<file path="src/rtl/module7_pkg.sv">
// Shared types and helpers for the module7 input arbiter.
// The round-robin search is written once here so every arbiter resolves ties the same way.
package module7_pkg;

    localparam int DEF_WIDTH         = 32;
    localparam int DEF_NR_REQUESTERS = 4;
    localparam int MAX_REQUESTERS    = 16;

    typedef enum logic {
        IDLE,
        BURST
    } state_e;

    // First set bit of valid at or above ptr, wrapping at nr-1 back to 0.
    function automatic logic [3:0] rr_next_idx(
        input logic [MAX_REQUESTERS-1:0] valid,
        input logic [3:0]                ptr,
        input int                        nr
    );
        logic       found;
        logic [3:0] idx;
        int         j;
        found = 1'b0;
        idx   = ptr;
        for (int i = 0; i < MAX_REQUESTERS; i++) begin
            if (i < nr) begin
                j = int'(ptr) + i;
                if (j >= nr) j = j - nr;
                if (!found && valid[j[3:0]]) begin
                    found = 1'b1;
                    idx   = j[3:0];
                end
            end
        end
        return idx;
    endfunction

endpackage

</file>
<file path="src/rtl/module7_arbiter_rr_picker.sv">
// Combinational round-robin picker: one-hot winner among valid requesters, starting at ptr_i.
// Reusable by any arbiter that keeps its own pointer.
module rr_picker
    import module7_pkg::*;
#(
    parameter int NR = DEF_NR_REQUESTERS
) (
    input  logic [NR-1:0]         valid_i,
    input  logic [$clog2(NR)-1:0] ptr_i,
    output logic [NR-1:0]         grant_o,
    output logic                  any_o
);

    logic [MAX_REQUESTERS-1:0] valid_ext;
    logic [3:0]                idx;

    always_comb begin
        valid_ext           = '0;
        valid_ext[NR-1:0]   = valid_i;
        idx                 = rr_next_idx(valid_ext, 4'(ptr_i), NR);
        any_o               = |valid_i;
        grant_o             = '0;
        for (int k = 0; k < NR; k++) begin
            grant_o[k] = any_o && (idx == 4'(k));
        end
    end

endmodule

</file>
<file path="src/rtl/module7_arbiter.sv">
// Round-robin packet arbiter in front of module7.data_i: one requester owns the output for a
// whole packet (or MAX_BEATS beats, whichever ends first) through a single registered stage.
module module7_arbiter
    import module7_pkg::*;
#(
    parameter int WIDTH         = DEF_WIDTH,
    parameter int NR_REQUESTERS = DEF_NR_REQUESTERS,
    parameter int MAX_BEATS     = 16
) (
    input  logic                           clk_i,
    input  logic                           rst_i,
    input  logic [NR_REQUESTERS-1:0]       req_valid_i,
    input  logic [NR_REQUESTERS*WIDTH-1:0] req_data_i,
    input  logic [NR_REQUESTERS-1:0]       req_last_i,
    output logic [NR_REQUESTERS-1:0]       req_ready_o,
    output logic [WIDTH-1:0]               data_o,
    output logic                           valid_o,
    output logic                           last_o,
    input  logic                           ready_i,
    output logic [NR_REQUESTERS-1:0]       grant_o,
    output logic                           trunc_o
);

    localparam int PTR_W = $clog2(NR_REQUESTERS);
    localparam int CNT_W = $clog2(MAX_BEATS + 1);

    typedef logic [PTR_W-1:0] ptr_t;
    typedef logic [CNT_W-1:0] cnt_t;

    state_e                   state_q,    state_d;
    ptr_t                     rr_ptr_q,   rr_ptr_d;
    cnt_t                     beat_cnt_q, beat_cnt_d;
    logic [NR_REQUESTERS-1:0] grant_q,    grant_d;
    logic [WIDTH-1:0]         data_q,     data_d;
    logic                     valid_q,    valid_d;
    logic                     last_q,     last_d;
    logic                     trunc_q,    trunc_d;

    logic [NR_REQUESTERS-1:0] pick_grant;
    logic                     pick_any;
    logic [NR_REQUESTERS-1:0] req_ready;
    ptr_t                     g_idx;
    ptr_t                     next_ptr;
    logic                     accept;
    logic [WIDTH-1:0]         sel_data;
    logic                     sel_last;
    logic                     at_max;
    logic                     pkt_last;

    rr_picker #(
        .NR (NR_REQUESTERS)
    ) u_picker (
        .valid_i (req_valid_i),
        .ptr_i   (rr_ptr_q),
        .grant_o (pick_grant),
        .any_o   (pick_any)
    );

    always_comb begin
        g_idx = '0;
        for (int k = 0; k < NR_REQUESTERS; k++) begin
            if (grant_q[k]) g_idx = ptr_t'(k);
        end
        // The granted source may only push when the output slot is empty or draining this cycle.
        req_ready = (state_q == BURST) ? (grant_q & {NR_REQUESTERS{~valid_q | ready_i}}) : '0;
        accept    = |(req_valid_i & req_ready);
        sel_data  = req_data_i[g_idx*WIDTH +: WIDTH];
        sel_last  = req_last_i[g_idx];
        at_max    = (beat_cnt_q == cnt_t'(MAX_BEATS - 1));
        pkt_last  = sel_last | at_max;
        next_ptr  = (g_idx == ptr_t'(NR_REQUESTERS - 1)) ? '0 : g_idx + 1'b1;
    end

    always_comb begin
        // NOTE: every _d starts from its _q (or a pulse default) so no path leaves it unassigned,
        // which is what keeps this block from inferring latches.
        state_d    = state_q;
        rr_ptr_d   = rr_ptr_q;
        beat_cnt_d = beat_cnt_q;
        grant_d    = grant_q;
        data_d     = data_q;
        valid_d    = valid_q;
        last_d     = last_q;
        trunc_d    = 1'b0;

        if (accept) begin
            data_d  = sel_data;
            valid_d = 1'b1;
            last_d  = pkt_last;
            trunc_d = at_max & ~sel_last;
        end else if (valid_q && ready_i) begin
            valid_d = 1'b0;
        end

        case (state_q)
            IDLE: begin
                if (pick_any) begin
                    grant_d = pick_grant;
                    state_d = BURST;
                end
            end
            BURST: begin
                if (accept) begin
                    if (pkt_last) begin
                        grant_d    = '0;
                        beat_cnt_d = '0;
                        rr_ptr_d   = next_ptr;
                        state_d    = IDLE;
                    end else begin
                        beat_cnt_d = beat_cnt_q + 1'b1;
                    end
                end
            end
            default: state_d = IDLE;
        endcase
    end

    // NOTE: state is updated with non-blocking assignments so every flop samples the
    // pre-edge values computed above, independent of statement order.
    always_ff @(posedge clk_i or posedge rst_i) begin
        if (rst_i) begin
            state_q    <= IDLE;
            rr_ptr_q   <= '0;
            beat_cnt_q <= '0;
            grant_q    <= '0;
            data_q     <= '0;
            valid_q    <= 1'b0;
            last_q     <= 1'b0;
            trunc_q    <= 1'b0;
        end else begin
            state_q    <= state_d;
            rr_ptr_q   <= rr_ptr_d;
            beat_cnt_q <= beat_cnt_d;
            grant_q    <= grant_d;
            data_q     <= data_d;
            valid_q    <= valid_d;
            last_q     <= last_d;
            trunc_q    <= trunc_d;
        end
    end

    assign req_ready_o = req_ready;
    assign grant_o     = grant_q;
    assign data_o      = data_q;
    assign valid_o     = valid_q;
    assign last_o      = last_q;
    assign trunc_o     = trunc_q;

endmodule

</file>
<file path="config.mk">
export PLATFORM = sky130hd
export DESIGN_NAME = module7_arbiter
export DESIGN_NICKNAME = d
export VERILOG_FILES = /design/src/rtl/module7_pkg.sv /design/src/rtl/module7_arbiter_rr_picker.sv /design/src/rtl/module7_arbiter.sv
export SDC_FILE = /design/constraint.sdc
export NUM_CORES = 1
export LEC_CHECK = 0
export ABC_AREA = 1
export CAP_MARGIN = 20
export CORE_MARGIN = 1
export CORE_UTILIZATION = 25
export CTS_BUF_LIST = sky130_fd_sc_hd__clkbuf_8
export CTS_CLUSTER_DIAMETER = 30
export DETAILED_ROUTE_END_ITERATION = 7
export HOLD_SLACK_MARGIN = 0.08
export PLACE_DENSITY = 0.63
export SKIP_CTS_REPAIR_TIMING = 1
export SLEW_MARGIN = 20
export SYNTH_ARGS = -nofsm -noshare
export SYNTH_HDL_FRONTEND = slang
export SYNTH_HIERARCHICAL = 1
export SYNTH_SLANG_ARGS = --single-unit
export TNS_END_PERCENT = 5
</file>
<file path="constraint.sdc">
create_clock -name clk_i -period 2 [get_ports clk_i]
set_input_delay 0.6 -clock clk_i [delete_from_list [all_inputs] [get_ports clk_i]]
set_output_delay 0.6 -clock clk_i [all_outputs]
set_load 0.005 [all_outputs]
</file>
==> results of run 1 <==
## sequential cells by signal, summed over array words and instances, names as in the netlist
register	flops
last_o	1
rr_ptr_q	2
grant_o	4
beat_cnt_q	5
valid_o	1
trunc_o	1
state_q	1
data_o	32
## area by class of cell
| cell class | instances | share of cell area |
|---|---|---|
| clock buffer | 6 | 0.01452 |
| clock inverter | 1 | 0.0008803 |
| inverter | 32 | 0.02289 |
| multi-input combinational | 397 | 0.3453 |
| sequential | 47 | 0.2077 |
| tap | 176 | 0.03873 |
| timing repair buffer | 207 | 0.3699 |
## Yosys cell counts, drive strengths merged
cell	n	share of area
nor2	84	0.10
dfrtp	47	0.35
ha	5	0.018
inv	32	0.038
o21ai	70	0.10
nand4	5	0.0092
nand3	32	0.060
nand2	166	0.21
buf	17	0.033
clkbuf	13	0.014
a21oi	2	0.0030
nor3	1	0.0015
o22ai	32	0.059
## per-layer routing
layer  vias up  part of all wire
met5         -                 0
met4         0             0.026
met3        29             0.055
met2       150              0.50
met1      1899              0.41
li1       2017                 -
## power by group through the flow
stage / registers (mW) / logic, mW / clock network [mW]
after floorplan: 1.63 / 3.28 / 0
after global placement: 1.64 / 5.40 / 0
after detailed placement: 1.65 / 5.49 / 0
after CTS: 1.64 / 5.51 / 0.609
after global routing: 1.69 / 6.12 / 0.654
final: 1.65 / 5.53 / 0.585
## through the flow
step | setup WS (ps) | instance area (um2)
CTS | -480.4 | 5649
global route | -17.65 | 5685
finish | 120.4 | 5685
detailed placement | -478.0 | 5562
floorplan | 118.5 | 3388
global placement | -442.1 | 5562
## worst max path at each step
stage | to | depth (start not counted)
detailed placement | req_ready_o[2] | 6
finish | grant_o[2] | 1
global route | grant_o[3] | 15
floorplan | grant_o[2] | 14
CTS | req_ready_o[2] | 6
global placement | req_ready_o[1] | 6
## cells by family (layout without fill, tap and decap cells)
family          after synthesis  after routing  share of synthesized area
fa+ha+maj                     5              5                    0.01846
buf+inv                      62            246                    0.08604
compound gates              104            104                     0.1665
flops                        47             47                     0.3471
simple gates                288            288                     0.3818
==> reports/results.ini, run 1 <==
[synth]
ys_seq_area_frac=0.3471
synthesis.nets=650
synth_cells=506
synth_cell_types=27
ys_warn_count=6
synth-seq-cells=47
syn_area_um2=3388
synth_area_per_cell_um2=6.696

[grt]
grt_use_met1=0.2001
globalRouteMet3Util=0.03330
grt_overflow=0
track_usage=0.1761
met2_usage=0.3265
grt_pass1_vias=4103
antenna_found_initial=0
grt_pass1_wl_mm=19.74
gr-max-usage-layer=met2
grt_max_degree=37

[timing]
final.setup.tns_ps=0
slew_violations=0
skew_ps=5.667
relSlewSlack=0.6928
hold_ws_ps=480.8
hold_violations=0
min_period_ps=1880
worstMarginPinSlew_ps=460.1
max_freq_mhz=532.0
fin_crit_sh=0.9398
setup_viol=0

[hold_path]
worstHoldEndpoint=data_o[29]
min_from=data_o[29]
holdPathStages=2
hold_class=flip-flop to flip-flop

[pwr]
switching_power_mw=3.687
ir_worst_vdd_mv=0.4976
seq_power_share=0.212
internal-power_mw=4.073
leakage_nw=2.630
p_sw_frac=0.4751
finalPower_mw=7.760
clockPowerShare=0.075
powerDensity_nw_per_um2=1365
pwr-share-comb=0.712

[setup_path]
reg2regPathDepth=15
path_max_fanout=6
cp-start-kind=flip-flop
r2r_slack_ps=130
worstPathRequired_ps=1400
crit_chain=clkdlybuf4s50_1
r2r-end=grant_o[0]
path_buf_inv=1
cp-end-kind=primary output
cp_slowest_cell=clkdlybuf4s50_1
startpoint=grant_o[2]
worst-setup-path-type=flip-flop to primary output
r2r-start=rr_ptr_q[1]
worst-endpoint-arrival_ps=1280
crit_family=buffers and inverters
cp_slowest_stage_delay_ps=530

[placed_design]
gp_congestion=0.8226
hpwlAfterDp_mm=9.602
post-place-cells=859
io_buffer_count=181

[cts]
cts_buffers=5
clk_latency_ps=290
cts-root-buf=clkbuf_8
cts_tree=yes
clk_pin_slew_ps=80
h-tree-depth=2
clockBufferDepth=2
cts_sinks=47

[cells_and_area]
syn_to_final_growth_pct=67.80
final_common_cell=clkdlybuf4s50_1
regArea_um2=1181
layout.cells.non_filler=866
layout_common_cells=clkdlybuf4s50_1, nand2_1, nor2_1
drive_above_1_share=0.1290
fillCellCount=1342
antenna-diode-count=0
final_util=0.4293
nets=834
multi_input_area_um2=1963

[floorplan]
coreArea_um2=13240
start_util=0.2559
die_y_um=118.4
num_rows=42
fp.dieW_um=118.4
die-area_um2=14020
design.portCount=182

[routing]
avgRoutedWirePerCell_um=14.43
ant_nets=0
via_count=4095
via_per_inst=4.729
routed_wl_mm=12.50
drt_iter0_markers=194
drc=0
drtPass1Iterations=5

[run_status]
status=finished clean

[run]
maxCapViolations=0

No activity file was read; power rests on OpenSTA's default activity.
==> run 2: changes to the inputs <==
--- a/config.mk
+++ b/config.mk
@@ -7,7 +7,7 @@
 export LEC_CHECK = 0
 export ABC_AREA = 1
 export CAP_MARGIN = 20
-export CORE_MARGIN = 1
+export CORE_MARGIN = 2
 export CORE_UTILIZATION = 25
 export CTS_BUF_LIST = sky130_fd_sc_hd__clkbuf_8
 export CTS_CLUSTER_DIAMETER = 30
==> reports/results.ini, run 2 (synthesis results as in run 1) <==
[cells_and_area]
antenna-diode-count=0
multi_input_area_um2=1956
largest_reg_flops=32
layout_common_cells=clkdlybuf4s50_1, nand2_1, nor2_1
fillCellCount=1380
layout.cells.non_filler=870
drive_above_1_share=0.1239
regArea_um2=1177
nets=838
final_util=0.4298
final_common_cell=clkdlybuf4s50_1
syn_to_final_growth_pct=67.98

[cts]
cts-root-buf=clkbuf_8
clockBufferDepth=2
clk_latency_ps=290
clk_pin_slew_ps=90
h-tree-depth=2
cts_buffers=5
cts_tree=yes
cts_sinks=47

[setup_path]
path_buf_inv=1
crit_family=buffers and inverters
cp_slowest_cell=clkdlybuf4s50_1
crit_chain=clkdlybuf4s50_1
worstPathRequired_ps=1400
cp-start-kind=flip-flop
path_max_fanout=6
cp_slowest_stage_delay_ps=560
worst-setup-path-type=flip-flop to primary output
worst-endpoint-arrival_ps=1360
cp-end-kind=primary output

[grt]
grt_pass1_wl_mm=20.63
grt_pass1_vias=4201
antenna_found_initial=0
grt_overflow=0
track_usage=0.1773
grt_max_degree=48

[timing]
setup_viol=0
hold_violations=0
max_freq_mhz=509.5
slew_violations=0
worstMarginPinSlew_ps=374.0
relSlewSlack=0.7503
fin_crit_sh=0.9814
rsz0062_at_grt=yes
min_period_ps=1963
skew_ps=4.499

[pwr]
pwr-share-comb=0.704
leakage_nw=2.684
clockPowerShare=0.088
p_sw_frac=0.4677
ir_worst_vdd_mv=0.5396
seq_power_share=0.209
internal-power_mw=4.147
powerDensity_nw_per_um2=1369
switching_power_mw=3.644

[routing]
ant_nets=0
drtPass1Iterations=4
drc=0
routed_wl_mm=12.82
via_per_inst=4.739
drt_iter0_markers=243
via_count=4123
avgRoutedWirePerCell_um=14.73

[floorplan]
fp.dieW_um=120.4
num_rows=42
design.portCount=182
start_util=0.2559
die-area_um2=14500
coreArea_um2=13240
die_y_um=120.4

[placed_design]
post-place-cells=863
hpwlAfterDp_mm=9.591
gp_congestion=0.8889
io_buffer_count=181

[hold_path]
hold_class=flip-flop to flip-flop

[run]
maxCapViolations=0

[run_status]
status=finished clean

run 2: cell types whose count changed in the layout (fill, tap and decap cells not counted), moves of 3 or more:
cell,previous run,this run
buf_12,8,4
dlymetal6s2s_1,5,8
nand2_2,12,15
clkbuf_2,3,0
dfrtp_2,4,1
dfrtp_1,43,46
buf_4,17,25
run 2: routing by layer:
metal | wire length, um | global-route usage | up-vias
met5 | 0 | 0 | -
met4 | 370 | 0.06395 | 0
met3 | 800 | 0.03821 | 28
met2 | 6336 | 0.3054 | 162
met1 | 5310 | 0.2173 | 1913
li1 | - | - | 2020
run 2: path summary, 6_finish.rpt:
path	endpoint	slack, ps	depth (start not counted)	from
worst max-delay path	grant_o[2]	40	1	grant_o[2]
worst min-delay path	data_o[28]	480	2	data_o[28]
worst max register to register	grant_o[2]	70	15	rr_ptr_q[0]
worst min register to register	data_o[28]	480	2	data_o[28]
max in group asynchronous	rr_ptr_q[0]	1110	3	rst_i
min in group asynchronous	data_o[17]	660	3	rst_i
run 2: metrics by stage:
step	setup TNS, ps	setup WS, ps	cell area [um2]	hold WS, ps	total power [mW]
finish	0	37.25	5692	484.8	7.791
global route	-108.7	-41.30	5692	507.3	8.555
CTS	-2001	-492.2	5644	488.1	7.808
detailed placement	-12100	-490.5	5542	464.0	7.073
global placement	-10960	-444.3	5542	462.9	6.964
floorplan	0	118.5	3388	458.8	4.919
run 2: power by group through the flow:
| stage | logic, mW | clock network (mW) | registers (mW) |
|---|---|---|---|
| detailed placement | 5.44 | 0 | 1.64 |
| CTS | 5.47 | 0.713 | 1.63 |
| global placement | 5.33 | 0 | 1.64 |
| floorplan | 3.28 | 0 | 1.63 |
| global route | 6.12 | 0.757 | 1.68 |
| finish | 5.48 | 0.684 | 1.63 |
run 2: final cells by class:
cell class                 count  share of cell area
timing repair buffer         211              0.3700
clock inverter                 2            0.005935
sequential                    47              0.2069
multi-input combinational    397              0.3436
inverter                      32             0.02286
clock buffer                   5             0.01209
tap                          176             0.03869
